`config.mk`:
```
export PLATFORM = sky130hd
export DESIGN_NAME = wb_dsp_slave_regfile
export DESIGN_NICKNAME = d
export VERILOG_FILES = /design/src/rtl/wb_dsp_slave_regfile.sv
export SDC_FILE = /design/constraint.sdc
export NUM_CORES = 1
export LEC_CHECK = 0
export CORE_MARGIN = 4
export CORE_UTILIZATION = 49
export CTS_CLUSTER_SIZE = 8
export DETAILED_ROUTE_END_ITERATION = 8
export GPL_TIMING_DRIVEN = 0
export HOLD_SLACK_MARGIN = 0.06
export MAX_ROUTING_LAYER = met4
export PLACE_DENSITY_LB_ADDON = 0.25
export SYNTH_ARGS = -nofsm -noshare
export SYNTH_HDL_FRONTEND = slang
export SYNTH_SLANG_ARGS = --single-unit
```
`constraint.sdc`:
```
create_clock -name wb_clk -period 14.5 [get_ports wb_clk]
set_input_delay 2.175 -clock wb_clk [delete_from_list [all_inputs] [get_ports wb_clk]]
set_output_delay 2.175 -clock wb_clk [all_outputs]
set_load 0.1 [all_outputs]
```
`src/rtl/wb_dsp_slave_regfile.sv`:
```
// Wishbone classic slave register file for the DSP block.
// Provides byte-writable control registers, read-only status words, a latched
// and maskable interrupt controller with write-1-to-clear pending bits, and
// error responses for unmapped indices or writes to status words.
module wb_dsp_slave_regfile #(
  parameter int DW       = 32,
  parameter int AW       = 8,
  parameter int NUM_CTRL = 4,
  parameter int NUM_STAT = 2,
  parameter int NUM_IRQ  = 8
) (
  input  logic                     wb_clk,
  input  logic                     wb_rst,
  input  logic [AW-1:0]            wb_adr_i,
  input  logic [DW-1:0]            wb_dat_i,
  input  logic [DW/8-1:0]          wb_sel_i,
  input  logic                     wb_we_i,
  input  logic                     wb_cyc_i,
  input  logic                     wb_stb_i,
  input  logic [2:0]               wb_cti_i,
  input  logic [1:0]               wb_bte_i,
  output logic [DW-1:0]            wb_dat_o,
  output logic                     wb_ack_o,
  output logic                     wb_err_o,
  output logic                     wb_rty_o,
  output logic [NUM_CTRL*DW-1:0]   ctrl_regs_o,
  input  logic [NUM_STAT*DW-1:0]   status_regs_i,
  input  logic [NUM_IRQ-1:0]       irq_src_i,
  output logic                     interrupt
);

  localparam int IW = AW - 2;
  localparam int SW = DW / 8;
  localparam logic [IW-1:0] STAT_IDX = IW'(NUM_CTRL);
  localparam logic [IW-1:0] PEND_IDX = IW'(NUM_CTRL + NUM_STAT);
  localparam logic [IW-1:0] EN_IDX   = IW'(NUM_CTRL + NUM_STAT + 1);

  logic [IW-1:0]      idx;
  logic               req;
  logic               is_ctrl;
  logic               is_stat;
  logic               is_pend;
  logic               is_en;
  logic               bad;
  logic               do_wr;
  logic               do_rd;
  logic [DW-1:0]      sel_mask;
  logic [DW-1:0]      rdata;
  logic [DW-1:0]      ctrl_reg [NUM_CTRL];
  logic [NUM_IRQ-1:0] pend_reg;
  logic [NUM_IRQ-1:0] pend_next;
  logic [NUM_IRQ-1:0] en_reg;
  logic [NUM_IRQ-1:0] irq_prev_reg;
  logic [NUM_IRQ-1:0] rise;
  logic [NUM_IRQ-1:0] clr_mask;
  logic               unused_bits;

  // Classic cycles only; burst tags and the byte offset within a word carry no meaning here.
  assign unused_bits = ^{wb_cti_i, wb_bte_i, wb_adr_i[1:0]};
  assign wb_rty_o    = 1'b0;

  // Word decode. The ack/err terms in req force an idle cycle between responses.
  assign idx     = wb_adr_i[AW-1:2];
  assign req     = wb_cyc_i & wb_stb_i & ~wb_ack_o & ~wb_err_o;
  assign is_ctrl = (idx < STAT_IDX);
  assign is_stat = (idx >= STAT_IDX) && (idx < PEND_IDX);
  assign is_pend = (idx == PEND_IDX);
  assign is_en   = (idx == EN_IDX);
  assign bad     = ~(is_ctrl | is_stat | is_pend | is_en) | (wb_we_i & is_stat);
  assign do_wr   = req & ~bad & wb_we_i;
  assign do_rd   = req & ~bad & ~wb_we_i;

  // Expand byte enables into a bit mask for byte-merged writes.
  genvar gi;
  generate
    for (gi = 0; gi < SW; gi++) begin : g_sel
      assign sel_mask[gi*8 +: 8] = {8{wb_sel_i[gi]}};
    end
    for (gi = 0; gi < NUM_CTRL; gi++) begin : g_ctrl_out
      assign ctrl_regs_o[gi*DW +: DW] = ctrl_reg[gi];
    end
  endgenerate

  // Read mux over every mapped word; unmapped indices never reach wb_dat_o.
  always_comb begin
    rdata = '0;
    for (int i = 0; i < NUM_CTRL; i++) begin
      if (idx == IW'(i)) rdata = ctrl_reg[i];
    end
    for (int i = 0; i < NUM_STAT; i++) begin
      if (idx == IW'(NUM_CTRL + i)) rdata = status_regs_i[i*DW +: DW];
    end
    if (is_pend) rdata[NUM_IRQ-1:0] = pend_reg;
    if (is_en)   rdata[NUM_IRQ-1:0] = en_reg;
  end

  // Pending update: a fresh source rise beats a simultaneous write-1-to-clear.
  always_comb begin
    rise     = irq_src_i & ~irq_prev_reg;
    clr_mask = '0;
    if (do_wr && is_pend) clr_mask = wb_dat_i[NUM_IRQ-1:0] & sel_mask[NUM_IRQ-1:0];
    pend_next = (pend_reg & ~clr_mask) | rise;
  end

  // Bus response: one ack or err pulse per request, read data captured on ack.
  always_ff @(posedge wb_clk or posedge wb_rst) begin
    if (wb_rst) begin
      wb_ack_o <= 1'b0;
      wb_err_o <= 1'b0;
      wb_dat_o <= '0;
    end else begin
      wb_ack_o <= req & ~bad;
      wb_err_o <= req & bad;
      if (do_rd) wb_dat_o <= rdata;
    end
  end

  // Control registers, byte-merged on an acked write.
  always_ff @(posedge wb_clk or posedge wb_rst) begin
    if (wb_rst) begin
      for (int i = 0; i < NUM_CTRL; i++) ctrl_reg[i] <= '0;
    end else if (do_wr && is_ctrl) begin
      for (int i = 0; i < NUM_CTRL; i++) begin
        if (idx == IW'(i)) ctrl_reg[i] <= (ctrl_reg[i] & ~sel_mask) | (wb_dat_i & sel_mask);
      end
    end
  end

  // Interrupt state: edge history, pending, enable and the registered request.
  always_ff @(posedge wb_clk or posedge wb_rst) begin
    if (wb_rst) begin
      irq_prev_reg <= '0;
      pend_reg     <= '0;
      en_reg       <= '0;
      interrupt    <= 1'b0;
    end else begin
      irq_prev_reg <= irq_src_i;
      pend_reg     <= pend_next;
      if (do_wr && is_en) begin
        en_reg <= (en_reg & ~sel_mask[NUM_IRQ-1:0]) | (wb_dat_i[NUM_IRQ-1:0] & sel_mask[NUM_IRQ-1:0]);
      end
      interrupt <= |(pend_reg & en_reg);
    end
  end

endmodule

```
==> results.yml <==
grt:
  antenna_found_initial: 0
  grt.overflow.total: 0
  grt_pass1_wl_mm: 43.0
  grt_max_degree: 99
  grt_use_total: 0.300
  first_global_vias: 7205
power_and_ir_drop:
  p_clk_frac: 0.322
  intPower_uw: 896
  power_frac_comb: 0.271
  seq_power_share: 0.407
  sw_frac_of_total: 0.360
  ir_drop_uv: 96.7
  p_leak_nw: 5.21
  netSwitchingPower_uw: 504
  power_density_nw_per_um2: 116
synthesis:
  seq_area_frac_synth: 0.560
  netlist_top_cells_area: "dfrtp_1 56%, mux2_2 19%, a222oi_1 3.1%"
  yosysTopAreaCell: "dfrtp_1"
  async_flop_share: 1.00
  netlist-cell-type-count: 48
  synth_edf_count: 0
  yosys.area.top_type_share: 0.560
  synth_nets: 779
  postSynthCellCount: 653
  yosys_warnings: 0
  synth_flop_cell: "dfrtp_1"
  synth_common_cells: "187 x dfrtp_1, 143 x mux2_2, 40 x nor2_1, 33 x a21oi_1"
  ys_ff_latch: 187
  synth.most_common_cell: "dfrtp_1"
  synth.avg_cell_area_um2: 12.8
  syn_area_um2: 8360
timing:
  whs_ns: 0.512
  fmax_ghz: 0.207
  relSlewSlack: 0.245
  layout_setup_ws_ns: 9.67
  rsz0062_at_grt: "false"
  period_needed_ns: 4.83
  hold_viol: 0
  tns_ns: 0
  drv_slew: 0
  setup_viol: 0
  period_share: 0.333
  finClkSkew_ns: 0.00787
  tightestPinTransition_ns: 1.12
routing:
  wl_mm: 28.5
  dr_wl_met3_mm: 2.37
  avgRoutedWirePerCell_um: 24.0
  drcViolationCount: 0
  wl_met1_mm: 11.7
  met2_wirelength_mm: 13.3
  via_per_inst: 5.96
  drt_iter0_markers: 586
  antenna_left: 0
  top_layer: "met4"
  vias: 7066
  drtPass1Iterations: 8
clock_tree:
  insertion_delay_ns: 0.43
  cts_tree: "yes"
  cts_buffers: 17
  clock_sinks: 187
  ctsHoldBuffers: 0
  max-clock-path-buffers: 2
  htreeDepth: 4
  post_cts_resized: 0
  cts_setup_buffers: 0
  cts.clk_slew.worst_paths_ns: 0.07
  cts-root-buf: "clkbuf_16"
critical_path:
  cp_slowest_stage_delay_ns: 0.90
  rr_worst_depth: 6
  reg2reg_slack_ns: 12.00
  cp_max_fo: 10
  critPathArrivalTime_ns: 5.18
  crit_required_ns: 14.85
  cpLargestDelayFamily: "buffers and inverters"
  timing.rr.end: "wb_dat_o[26]$_DFFE_PP0P_"
  cpMostUsedCell: "clkbuf_1"
  path_buf_inv: 3
  crit_chain: "clkdlybuf4s50_1, nand2b_1, clkbuf_1, nor4_1, clkbuf_1, a21oi_1, a31oi_1"
  end_kind: "flop"
  reg2reg_from: "wb_err_o$_DFF_PP0_"
  slowest_stage: "nor4_1"
  start_kind: "input pin"
  worst-setup-path-type: "input pin to flop"
final_layout:
  antenna_cells: 0
  stdcell_area_um2: 12000
  final_nets: 1079
  drive_above_1_share: 0.232
  syn_to_final_growth_pct: 43.9
floorplan:
  start_util: 0.502
  rows: 47
  coreArea_um2: 16600
  die_w_um: 139
  io_pins: 290
  die_h_um: 139
  fp.dieArea_um2: 19200
job:
  maxCapViolCount: 0
worst_hold_path:
  hp-start: "wb_dat_o[31]$_DFFE_PP0P_"
  whs_path_depth: 1
  min_path_type: "flop to flop"
  hold_end: "wb_dat_o[31]$_DFFE_PP0P_"
placement:
  placed_area_um2: 11500
  numPortBuffers: 280
  post-place-ws_ns: 9.36
  gp_congestion: 0.894
  place_hpwl_mm: 20.7
run_status:
  status: "finished clean"
## cell type report
| type | instances | area (um2) |
|---|---|---|
| inverter | 11 | 48.8 |
| tap | 220 | 275 |
| multi-input combinational | 424 | 3490 |
| clock inverter | 12 | 114 |
| fill | 1180 | 4610 |
| clock buffer | 20 | 447 |
| buffer | 31 | 148 |
| timing repair buffer | 281 | 2830 |
| sequential | 187 | 4680 |
## power groups by stage
stage,combinational (mW),clock [mW],sequential [mW]
3_5_place_dp,0.379,0,0.580
5_1_grt,0.391,0.476,0.574
3_3_place_gp,0.375,0,0.578
2_1_floorplan,0.0508,0,0.787
4_1_cts,0.380,0.453,0.570
6_report,0.379,0.450,0.570
## kinds of logic (layout without fill, tap and decap cells)
group	count (synthesis)	in the layout	synth area share
compound gates	147	147	0.130
mux	154	154	0.206
other cells	1	1	0.000449
flops	187	187	0.560
buf+inv	42	355	0.0226
simple gates	122	122	0.0808
## metal layers
layer	vias to the layer above	GRT usage
met5	-	-
met4	0	0.117
met3	65	0.0828
met2	337	0.459
met1	3608	0.383
li1	3056	-
## cell usage in the layout, fill, tap and decap left out, drive strengths merged, types with 5 or more instances in the layout
cell type      netlist  layout
a21oi               33      33
a221oi               5       5
a222oi              26      26
a22o                26      26
a22oi                9       9
a2bb2oi              5       5
a31oi               20      20
buf                 22      23
clkbuf               9      29
clkdlybuf4s50        0     280
clkinv               0       6
dfrtp              187     187
inv                 11      16
mux2               145     145
mux2i                9       9
nand2               24      24
nor2                60      60
nor3                 5       5
o21ai               13      13
or2                  8       8
or3                  7       7
## how the worst max path moves through the flow
stage	from	endpoint	slack, ns	cells after the start
after floorplan	wb_rst	async pin	7.24	1
after global placement	wb_rst	async pin	4.78	2
after detailed placement	wb_adr_i[2]	wb_dat_o[13]$_DFFE_PP0P_	9.36	7
after CTS	wb_adr_i[2]	wb_dat_o[13]$_DFFE_PP0P_	9.80	7
after global routing	wb_adr_i[2]	wb_dat_o[13]$_DFFE_PP0P_	9.56	7
final	wb_adr_i[2]	wb_dat_o[13]$_DFFE_PP0P_	9.67	7
## through the flow
stage | utilization | std cells | power [mW]
after global placement | 0.687 | 1153 | 0.954
final | 0.723 | 1186 | 1.40
after global routing | 0.723 | 1186 | 1.44
after detailed placement | 0.689 | 1154 | 0.959
after floorplan | - | 653 | 0.838
after CTS | 0.723 | 1186 | 1.40
(Power assumes the default switching activity.)
